`src/rtl/nes_bus_pkg.sv`:
```
// Shared NES bus definitions: memory-mapped register addresses and the
// OAM DMA state encoding used by the sprite DMA arbiter.
package nes_bus_pkg;

    localparam logic [15:0] OAMDMA_ADDR  = 16'h4014;
    localparam logic [15:0] OAMDATA_ADDR = 16'h2004;

    typedef enum logic [2:0] {
        DMA_IDLE  = 3'd0,
        DMA_HALT  = 3'd1,
        DMA_ALIGN = 3'd2,
        DMA_READ  = 3'd3,
        DMA_WRITE = 3'd4
    } dma_state_e;

    // A DMA starts only on a CPU write to $4014 seen while the arbiter is idle.
    function automatic logic is_dma_trigger(input dma_state_e state,
                                            input logic        cpu_we,
                                            input logic [15:0] cpu_address);
        return (state == DMA_IDLE) && cpu_we && (cpu_address == OAMDMA_ADDR);
    endfunction

endpackage

```
`src/rtl/oam_dma_arbiter.sv`:
```
// OAM sprite DMA arbiter: passes CPU accesses through while idle, and on a
// $4014 write stalls the CPU and copies one 256-byte page to $2004.
module oam_dma_arbiter
    import nes_bus_pkg::*;
(
    input  logic        clock,
    input  logic        reset,
    input  logic [15:0] cpu_address,
    input  logic [7:0]  cpu_out,
    input  logic        cpu_we,
    input  logic [7:0]  in,
    output logic [15:0] address,
    output logic [7:0]  out,
    output logic        we,
    output logic        locked,
    output logic        busy,
    output logic        done
);

    dma_state_e state_r;
    dma_state_e state_s;
    logic [7:0] page_r;
    logic [7:0] idx_r;
    logic       parity_r;
    logic       done_r;
    logic       trigger_s;
    logic       last_byte_s;

    assign trigger_s   = is_dma_trigger(state_r, cpu_we, cpu_address);
    assign last_byte_s = (state_r == DMA_WRITE) && (idx_r == 8'hFF);

    // Next-state selection; HALT inserts one ALIGN clock on odd parity.
    always_comb begin
        state_s = state_r;
        case (state_r)
            DMA_IDLE: begin
                if (trigger_s) begin
                    state_s = DMA_HALT;
                end else begin
                    state_s = DMA_IDLE;
                end
            end
            DMA_HALT: begin
                if (parity_r) begin
                    state_s = DMA_ALIGN;
                end else begin
                    state_s = DMA_READ;
                end
            end
            DMA_ALIGN: state_s = DMA_READ;
            DMA_READ:  state_s = DMA_WRITE;
            DMA_WRITE: begin
                if (idx_r == 8'hFF) begin
                    state_s = DMA_IDLE;
                end else begin
                    state_s = DMA_READ;
                end
            end
            default:   state_s = DMA_IDLE;
        endcase
    end

    // State, transfer bookkeeping, parity flag and completion pulse.
    always_ff @(posedge clock) begin
        if (reset) begin
            state_r  <= DMA_IDLE;
            page_r   <= 8'h00;
            idx_r    <= 8'h00;
            parity_r <= 1'b0;
            done_r   <= 1'b0;
        end else begin
            state_r  <= state_s;
            parity_r <= ~parity_r;
            done_r   <= last_byte_s;
            if (trigger_s) begin
                page_r <= cpu_out;
                idx_r  <= 8'h00;
            end else if (state_r == DMA_WRITE) begin
                idx_r  <= idx_r + 8'd1;
            end
        end
    end

    // Bus mux: the CPU owns the bus in IDLE; CPU writes are blocked otherwise.
    always_comb begin
        address = cpu_address;
        out     = cpu_out;
        we      = cpu_we;
        case (state_r)
            DMA_IDLE: begin
                address = cpu_address;
                out     = cpu_out;
                we      = cpu_we;
            end
            DMA_HALT, DMA_ALIGN: begin
                address = cpu_address;
                out     = cpu_out;
                we      = 1'b0;
            end
            DMA_READ: begin
                address = {page_r, idx_r};
                out     = 8'h00;
                we      = 1'b0;
            end
            DMA_WRITE: begin
                address = OAMDATA_ADDR;
                out     = in;
                we      = 1'b1;
            end
            default: begin
                address = cpu_address;
                out     = cpu_out;
                we      = 1'b0;
            end
        endcase
    end

    assign locked = (state_r == DMA_IDLE);
    assign busy   = (state_r != DMA_IDLE);
    assign done   = done_r;

endmodule

```
`config.mk`:
```
export PLATFORM = sky130hd
export DESIGN_NAME = oam_dma_arbiter
export DESIGN_NICKNAME = d
export VERILOG_FILES = /design/src/rtl/nes_bus_pkg.sv /design/src/rtl/oam_dma_arbiter.sv
export SDC_FILE = /design/constraint.sdc
export NUM_CORES = 1
export LEC_CHECK = 0
export ABC_AREA = 1
export BUFFER_PORTS_ARGS = -buffer_cell sky130_fd_sc_hd__buf_4
export CAP_MARGIN = 10
export CORE_ASPECT_RATIO = 0.6
export CORE_MARGIN = 5
export CORE_UTILIZATION = 48
export CTS_BUF_LIST = sky130_fd_sc_hd__clkbuf_8
export DETAILED_ROUTE_END_ITERATION = 6
export HOLD_SLACK_MARGIN = 0.15
export PLACE_DENSITY = 0.85
export SETUP_SLACK_MARGIN = 0.02
export SLEW_MARGIN = 0
export SYNTH_ARGS = -nofsm -noshare
export SYNTH_HDL_FRONTEND = slang
export SYNTH_SLANG_ARGS = --single-unit
```
`constraint.sdc`:
```
create_clock -name clock -period 1.6 [get_ports clock]
set_input_delay 0.08 -clock clock [delete_from_list [all_inputs] [get_ports clock]]
set_output_delay 0.08 -clock clock [all_outputs]
set_load 0.05 [all_outputs]
```
**Yosys cells after proc, flatten, opt, wreduce, memory -nomap -nowiden**

Index checks and enable logic that the tools add are counted.

- Register bits after elaboration: 21
- Latch bits: 0
- Bits in writable memories: 0
- Bits in read-only memories: 0
- Input port bits: 35
- Output and inout port bits: 28
- Logic and storage cells: 26
- Memories: 0

- $add $sub $neg: 1
- Multiply operators: 0
- Divide/modulo/power cells: 0
- $lt $le $gt $ge: 0
- Equal/unequal tests: 6
- Shift operators: 0
- Mux-type cells: 7
- Bitwise gates (word level): 1
- Reduce and logical (&&, ||, !) cells: 6

Operators with widths:

| kind | count |
|---|---|
| case mux 16 bit (2 select lines) | 1 |
| == test 16 x 15 -> 1 bit (second input constant) | 1 |
| case mux 8 bit (2 select lines) | 1 |
| case mux 3 bit (5 select lines) | 1 |
| adder 8 x 1 -> 8 bit (second input constant) | 1 |
| == test 8 bit (second input constant) | 1 |
| == test 3 x 2 -> 1 bit (second input constant) | 2 |
| == test 3 x 1 -> 1 bit (second input constant) | 1 |
| == test 3 bit (second input constant) | 1 |
| logical AND 1 bit | 3 |
| logical NOT 3 bit | 1 |
| nonzero test 3 bit | 1 |
| 2-to-1 mux 1 bit | 2 |
| 2-to-1 mux 2 bit | 1 |
| case mux 1 bit (2 select lines) | 1 |
| OR reduction 2 bit | 1 |
| inverter 1 bit | 1 |

**Longest topological paths before layout**

Gate-level depths: netlist of the first run.

- Depth after elaboration: 5
- Mapped depth: 8
- Mapped depth without buffers: 8

**Least setup slack after synthesis of the first run**

Ideal clock, no wire load.

- Path type: flip-flop to output port
- Start: reg state_r[2]
- End: out out[0]
- Arrival time: 1.966 ns
- Required time: 1.520 ns
- Slack: -0.446 ns
- Stages on the path, launching flop included: 6
- Path buffers: 1
- Path through: dfxtp_1 > inv_2 > nand3_1 > nand2_1 > buf_6 > o21ai_0

- Word-level cells in the longest chain between the ends: 2
- Elaborated cells on any way between the ends: 3
- Those cells by class: 2 x eq/ne; 1 x mux

RTL lines:

| element | line | text |
|---|---|---|
| from (decl) | oam_dma_arbiter.sv:20 | `dma_state_e state_r;` |
| from (signal assigned) | oam_dma_arbiter.sv:72 | `state_r <= state_s;` |
| == test 3 bit or == test 3 x 2 -> 1 bit (tied branches) | oam_dma_arbiter.sv:89 | `case (state_r)` |
| case mux 8 bit (2 select lines) * | oam_dma_arbiter.sv:89 |  |
| to (decl) | oam_dma_arbiter.sv:13 | `output logic [7:0] out,` |

Mark *: on every way between the ends. The rest lies on a longest branch, timed or not.

**Final worst setup path of the first run**

- Start: reg state_r[1]
- End: out out[3]

The elaborated chain is that of the path after synthesis.

==> flow_summary.toml, run 1 <==
[status]
status = "completed"

[cells_and_area]
finalNetCount = 328
final_common_cell = "buf_4"
drive_gt1_share_pct = 41.92
insertedDiodeCount = 0
most-common-layout-cells = "buf_4, nand2_1, inv_1"
layoutNonFillerInstCount = 325
area_delta_synth_final_pct = 58.57

[pwr]
pwr_density_cell_nw_per_um2 = 564.4
p_leak_nw = 1.049
power_w = 0.001241
ir_worst_vdd_mv = 0.5104

[job]
max_cap_violations = 0

[drt]
wl_per_cell_um = 14.29
vias = 1661
drc = 0
drt_first_pass_iters = 4
drt_wl_total_um = 4643
ant_nets = 0
viasPerCell = 5.111
drt_iter0_drc = 83

[logic_synthesis]
synthMuxAreaShare_pct = 0
yosys.cell_types.count = 28
syn_avg_cell_area_sq_um = 6.509
netlist_area_sq_um = 1386
synth_top_family_by_area = "simple AND/OR/NAND/NOR gates"
synthAdderAreaFrac_pct = 0.9025
synthXorXnorAreaFrac_pct = 2.527
synth_compound_area_share_pct = 13.27
yosys.area_share.simple_pct = 38.81
netlist_instances = 213
yosys_warnings = 0
synth_seq_area_share_pct = 30.32
syn_nets = 249
ys_seq_elements = 21

[worst_setup_path]
cp_data_arrival_time_ns = 1.50
worstSetupEndpointType = "primary output"
cp_data_required_time_ns = 1.52
r2r-start = "state_r[0]$_SDFF_PP0_"
cp-startpoint = "state_r[1]$_SDFF_PP0_"
cp_top_family = "buffers and inverters"
start_kind = "flip-flop"
critPathMaxStageDelay_ns = 0.41
worstPathCellList = "nor2_4 > nand2_4 > clkinvlp_4 > nand2_1 > o21ai_2 > buf_4"
crit_path_max_fanout = 11
path_buf_inv = 2
slowest_stage = "dfxtp_2"
crit_type = "flip-flop to primary output"

[grt]
grt_pass1_vias = 1435
grtUsageTotal_pct = 21.10
antenna_found_initial = 0
grt_first_pass_wirelength_um = 6796
grt_max_degree = 14
grt_overflow = 0

[timing]
grt_setup_unrepaired = "true"
relSlewSlack_pct = 77.17
fin_crit_sh_pct = 99.00
layout_min_cycle_time_ns = 1.584
drv_slew = 0
finalHoldViolations = 0
finalWorstSetupSlack_ns = 0.01594
finalClockSkew_ns = 0.004614
clock.fmax_mhz = 631.3
setup_violations = 0
tightest_slew_ns = 0.3404

[placed_design]
dpl_worst_slack_ns = 0.1704
io_buffer_count = 62
place_inst = 310
gp_congestion = 0.8534
dp_hpwl_um = 3249

[cts]
tritoncts = "built"
insertion_delay_ns = 0.26
clk_pin_slew_ns = 0.08
clockBufferDepth = 2
htree_levels = 1
cts-root-buf = "clkbuf_8"
cts_made_buffers = 3
clock-sinks = 21

[hold_path]
min-delay-start = "cpu_out[0]"
hp-class = "primary input to flip-flop"

[die]
die_w_um = 79.38
dieArea_sq_um = 4098
start_util_pct = 49.24
coreArea_sq_um = 2815
io_pins = 63
rows = 15
dieHeight_um = 51.63
[repair_timing]
item	in CTS	in global routing
endpoints found under the hold margin	5	0
setup endpoints to repair	24	23
setup buffers	2	7
hold buffers	1	0
cloned	0	1
pin swaps	1	3
resized for setup	12	16
[cell type report]
class                      instances  area, sq um
multi-input combinational        145        852.1
timing repair buffer              78        659.4
fill                             213        616.8
sequential                        21        425.4
inverter                          43        172.7
tap                               34        42.54
clock buffer                       3        41.29
clock inverter                     1        5.005
[logic make-up after synthesis]
group,Yosys count
fa+ha+maj,1
xor+xnor,4
simple gates,109
flops,21
compound gates,31
buf+inv,47
[final timing paths]
check	slack, ns	to	cells past startpoint
max	0.02	out[3]	6
min	0.17	page_r[0]$_SDFFE_PP0P_	5
max reg2reg	0.07	idx_r[7]$_SDFFE_PP0N_	8
min reg2reg	0.42	parity_r$_SDFF_PP0_	1
[per-layer routing]
| metal | routed length, um | up-vias | global-route usage [%] |
|---|---|---|---|
| li1 | - | 824 | - |
| met1 | 2014 | 761 | 29.93 |
| met2 | 2209 | 67 | 33.94 |
| met3 | 331 | 9 | 5.190 |
| met4 | 88 | 0 | 1.429 |
| met5 | 0 | - | 0 |
[flip-flops by register name, indices dropped and copies added, names as in the netlist]
register and flops:
idx_r 8, parity_r 1, done 1, page_r 8
state_r 3
[per-stage QoR]
step           instance area (sq um)  setup TNS, ns  util (%)  hold WS, ns
5_1_grt                         2198        -0.3534     78.09       0.2065
3_3_place_gp                    1948              0     69.20       0.2883
2_1_floorplan                   1438        -0.6235         -       0.1467
6_report                        2198              0     78.09       0.1688
3_5_place_dp                    1948              0     69.20       0.2895
4_1_cts                         2063              0     73.29       0.1692
[tightest hold or removal path: cells and delay by family]
family | cells | cell delay (ns)
buf+inv | 2 | 0.11
simple gates | 3 | 0.20
[Yosys cell counts, drive strengths merged]
library cell  count  area, sq um
nand2            59        244.0
o21ai            21        120.1
buf               4        35.03
ha                1        12.51
nor3              1        5.000
nand3b            1        7.510
clkinv            1        3.750
inv              42        157.6
a31oi             1        6.260
a21oi             5        25.02
a22o              2        17.52
nand4             9        56.30
xor2              4        35.03
o22a              1        8.760
o22ai             1        6.260
nand3             8        52.55
nor2             31        172.7
dfxtp            21        420.4
[power by group]
| part | internal [W] | switching (W) |
|---|---|---|
| logic | 0.000142 | 0.000221 |
| registers | 0.000523 | 0.00000172 |
| clock network | 0.000174 | 0.000180 |
No activity file was read; power rests on OpenSTA's default activity.
==> inputs of run 2 (changes only) <==
CTS_CLUSTER_SIZE = 16   (was unset)
GPL_TIMING_DRIVEN = 0   (was unset)
==> flow_summary.toml, run 2 (synthesis gave the netlist of run 1 again) <==
[status]
status = "completed"

[cells_and_area]
fillCellCount = 230
stdcell_area_sq_um = 2137
insertedDiodeCount = 0
top_regs = "idx_r: 8 flops, page_r: 8 flops, state_r: 3 flops"
final_common_cell = "buf_4"
layoutNonFillerInstCount = 320
most-common-layout-cells = "buf_4, nand2_1, inv_1"
area_delta_synth_final_pct = 54.15
drive_gt1_share_pct = 40.21
finalNetCount = 323

[worst_setup_path]
crit_path_max_fanout = 5
r2r_end = "idx_r[7]$_SDFFE_PP0N_"
worstSetupEndpointType = "primary output"
start_kind = "flip-flop"
cp_data_required_time_ns = 1.52
cp_data_arrival_time_ns = 1.44
r2r-start = "state_r[0]$_SDFF_PP0_"
crit_type = "flip-flop to primary output"
reg2reg_slack_ns = 0.17
r2r_cells = 8

[cts]
insertion_delay_ns = 0.26
tritoncts = "built"
clk_pin_slew_ns = 0.08
cts-root-buf = "clkbuf_8"
htree_levels = 1
clockBufferDepth = 2
cts_made_buffers = 3
clock-sinks = 21

[hold_path]
whs_path_depth = 5
whs_endpoint = "page_r[4]$_SDFFE_PP0P_"
hp-class = "primary input to flip-flop"
min-delay-start = "cpu_out[4]"

[timing]
finalClockSkew_ns = 0.004948
clock.fmax_mhz = 657.0
tightest_slew_ns = 0.2984
tns_ns = 0
drv_slew = 0
relSlewSlack_pct = 79.98
setup_violations = 0
finalHoldViolations = 0
fin_crit_sh_pct = 95.13
grt_setup_unrepaired = "true"
layout_min_cycle_time_ns = 1.522

[grt]
grtUsageTotal_pct = 21.49
grt_first_pass_wirelength_um = 6962
grt_max_degree = 13
grt_pass1_vias = 1510
antenna_found_initial = 0
grt_overflow = 0

[placed_design]
dp_hpwl_um = 3200
io_buffer_count = 62
place_area_sq_um = 1946
place_inst = 309
gp_congestion = 0.9335

[drt]
drt_iter0_drc = 63
wl_per_cell_um = 13.40
vias = 1616
drt_first_pass_iters = 4
drc = 0
ant_nets = 0
viasPerCell = 5.050
drt_wl_total_um = 4289

[pwr]
p_leak_nw = 1.037
pwr_density_cell_nw_per_um2 = 577.7
ir_worst_vdd_mv = 0.5493

[die]
dieArea_sq_um = 4098
rows = 15
dieHeight_um = 51.63
io_pins = 63
coreArea_sq_um = 2815
start_util_pct = 49.24
die_w_um = 79.38

[job]
max_cap_violations = 0
-- run 2: worst max-delay path by stage --
| stage | from | end | slack [ns] | cells after the start |
|---|---|---|---|---|
| final | state_r[2]$_SDFF_PP0_ | address[8] | 0.08 | 5 |
| after global routing | state_r[2]$_SDFF_PP0_ | address[10] | 0.004 | 8 |
| after CTS | state_r[2]$_SDFF_PP0_ | address[10] | 0.02 | 8 |
| after detailed placement | state_r[2]$_SDFF_PP0_ | address[10] | 0.000001 | 8 |
| after global placement | state_r[2]$_SDFF_PP0_ | address[10] | 0.04 | 8 |
| after floorplan | state_r[2]$_SDFF_PP0_ | address[10] | -0.18 | 3 |
-- run 2: cell type report --
cell class	instances	area, sq um	area share (%)
multi-input combinational	145	840.8	39.34
timing repair buffer	69	564.3	26.41
sequential	21	431.7	20.20
inverter	43	166.4	7.787
buffer	4	45.04	2.108
tap	34	42.54	1.991
clock buffer	3	41.29	1.932
clock inverter	1	5.005	0.2342
-- run 2: metal layers --
layer	up-vias	routed length (um)	GRT usage, %
met4	0	14	1.429
met5	-	0	0
li1	812	-	-
met1	741	1862	30.49
met2	61	2061	34.78
met3	2	351	5.017
-- run 2: through the flow --
step                total power, W  util, %  setup slack [ns]  hold WS [ns]
floorplan                0.0007389        -           -0.1798        0.1467
global placement         0.0008803    69.11           0.03837        0.2912
detailed placement       0.0008829    69.11       0.000001332        0.2894
CTS                       0.001230    73.29           0.02134        0.1690
global route              0.001279    75.91          0.004165        0.1894
finish                    0.001235    75.91           0.07787        0.1682
-- run 2: power breakdown --
group / total, W / internal [W] / switching [W]
sequential: 0.000521 / 0.000519 / 0.00000161
clock: 0.000358 / 0.000174 / 0.000184
combinational: 0.000356 / 0.000139 / 0.000217
total: 0.00123 / 0.000833 / 0.000402
-- run 2: critical path: stages, from the launching register on --
cell	delay, ns
dfxtp_4	0.37
inv_4	0.08
nand3_4	0.10
buf_4	0.17
o21ai_0	0.21
buf_4	0.24
-- run 2: what timing repair did --
| action | 4_1_cts | 5_1_grt |
|---|---|---|
| hold buffers | 1 | 0 |
| resized for setup | 10 | 15 |
| endpoints found under the setup margin | 24 | 21 |
| gates cloned | 0 | 1 |
| hold endpoints to repair | 5 | 0 |
| pin swaps | 2 | 1 |
| setup buffers | 4 | 1 |
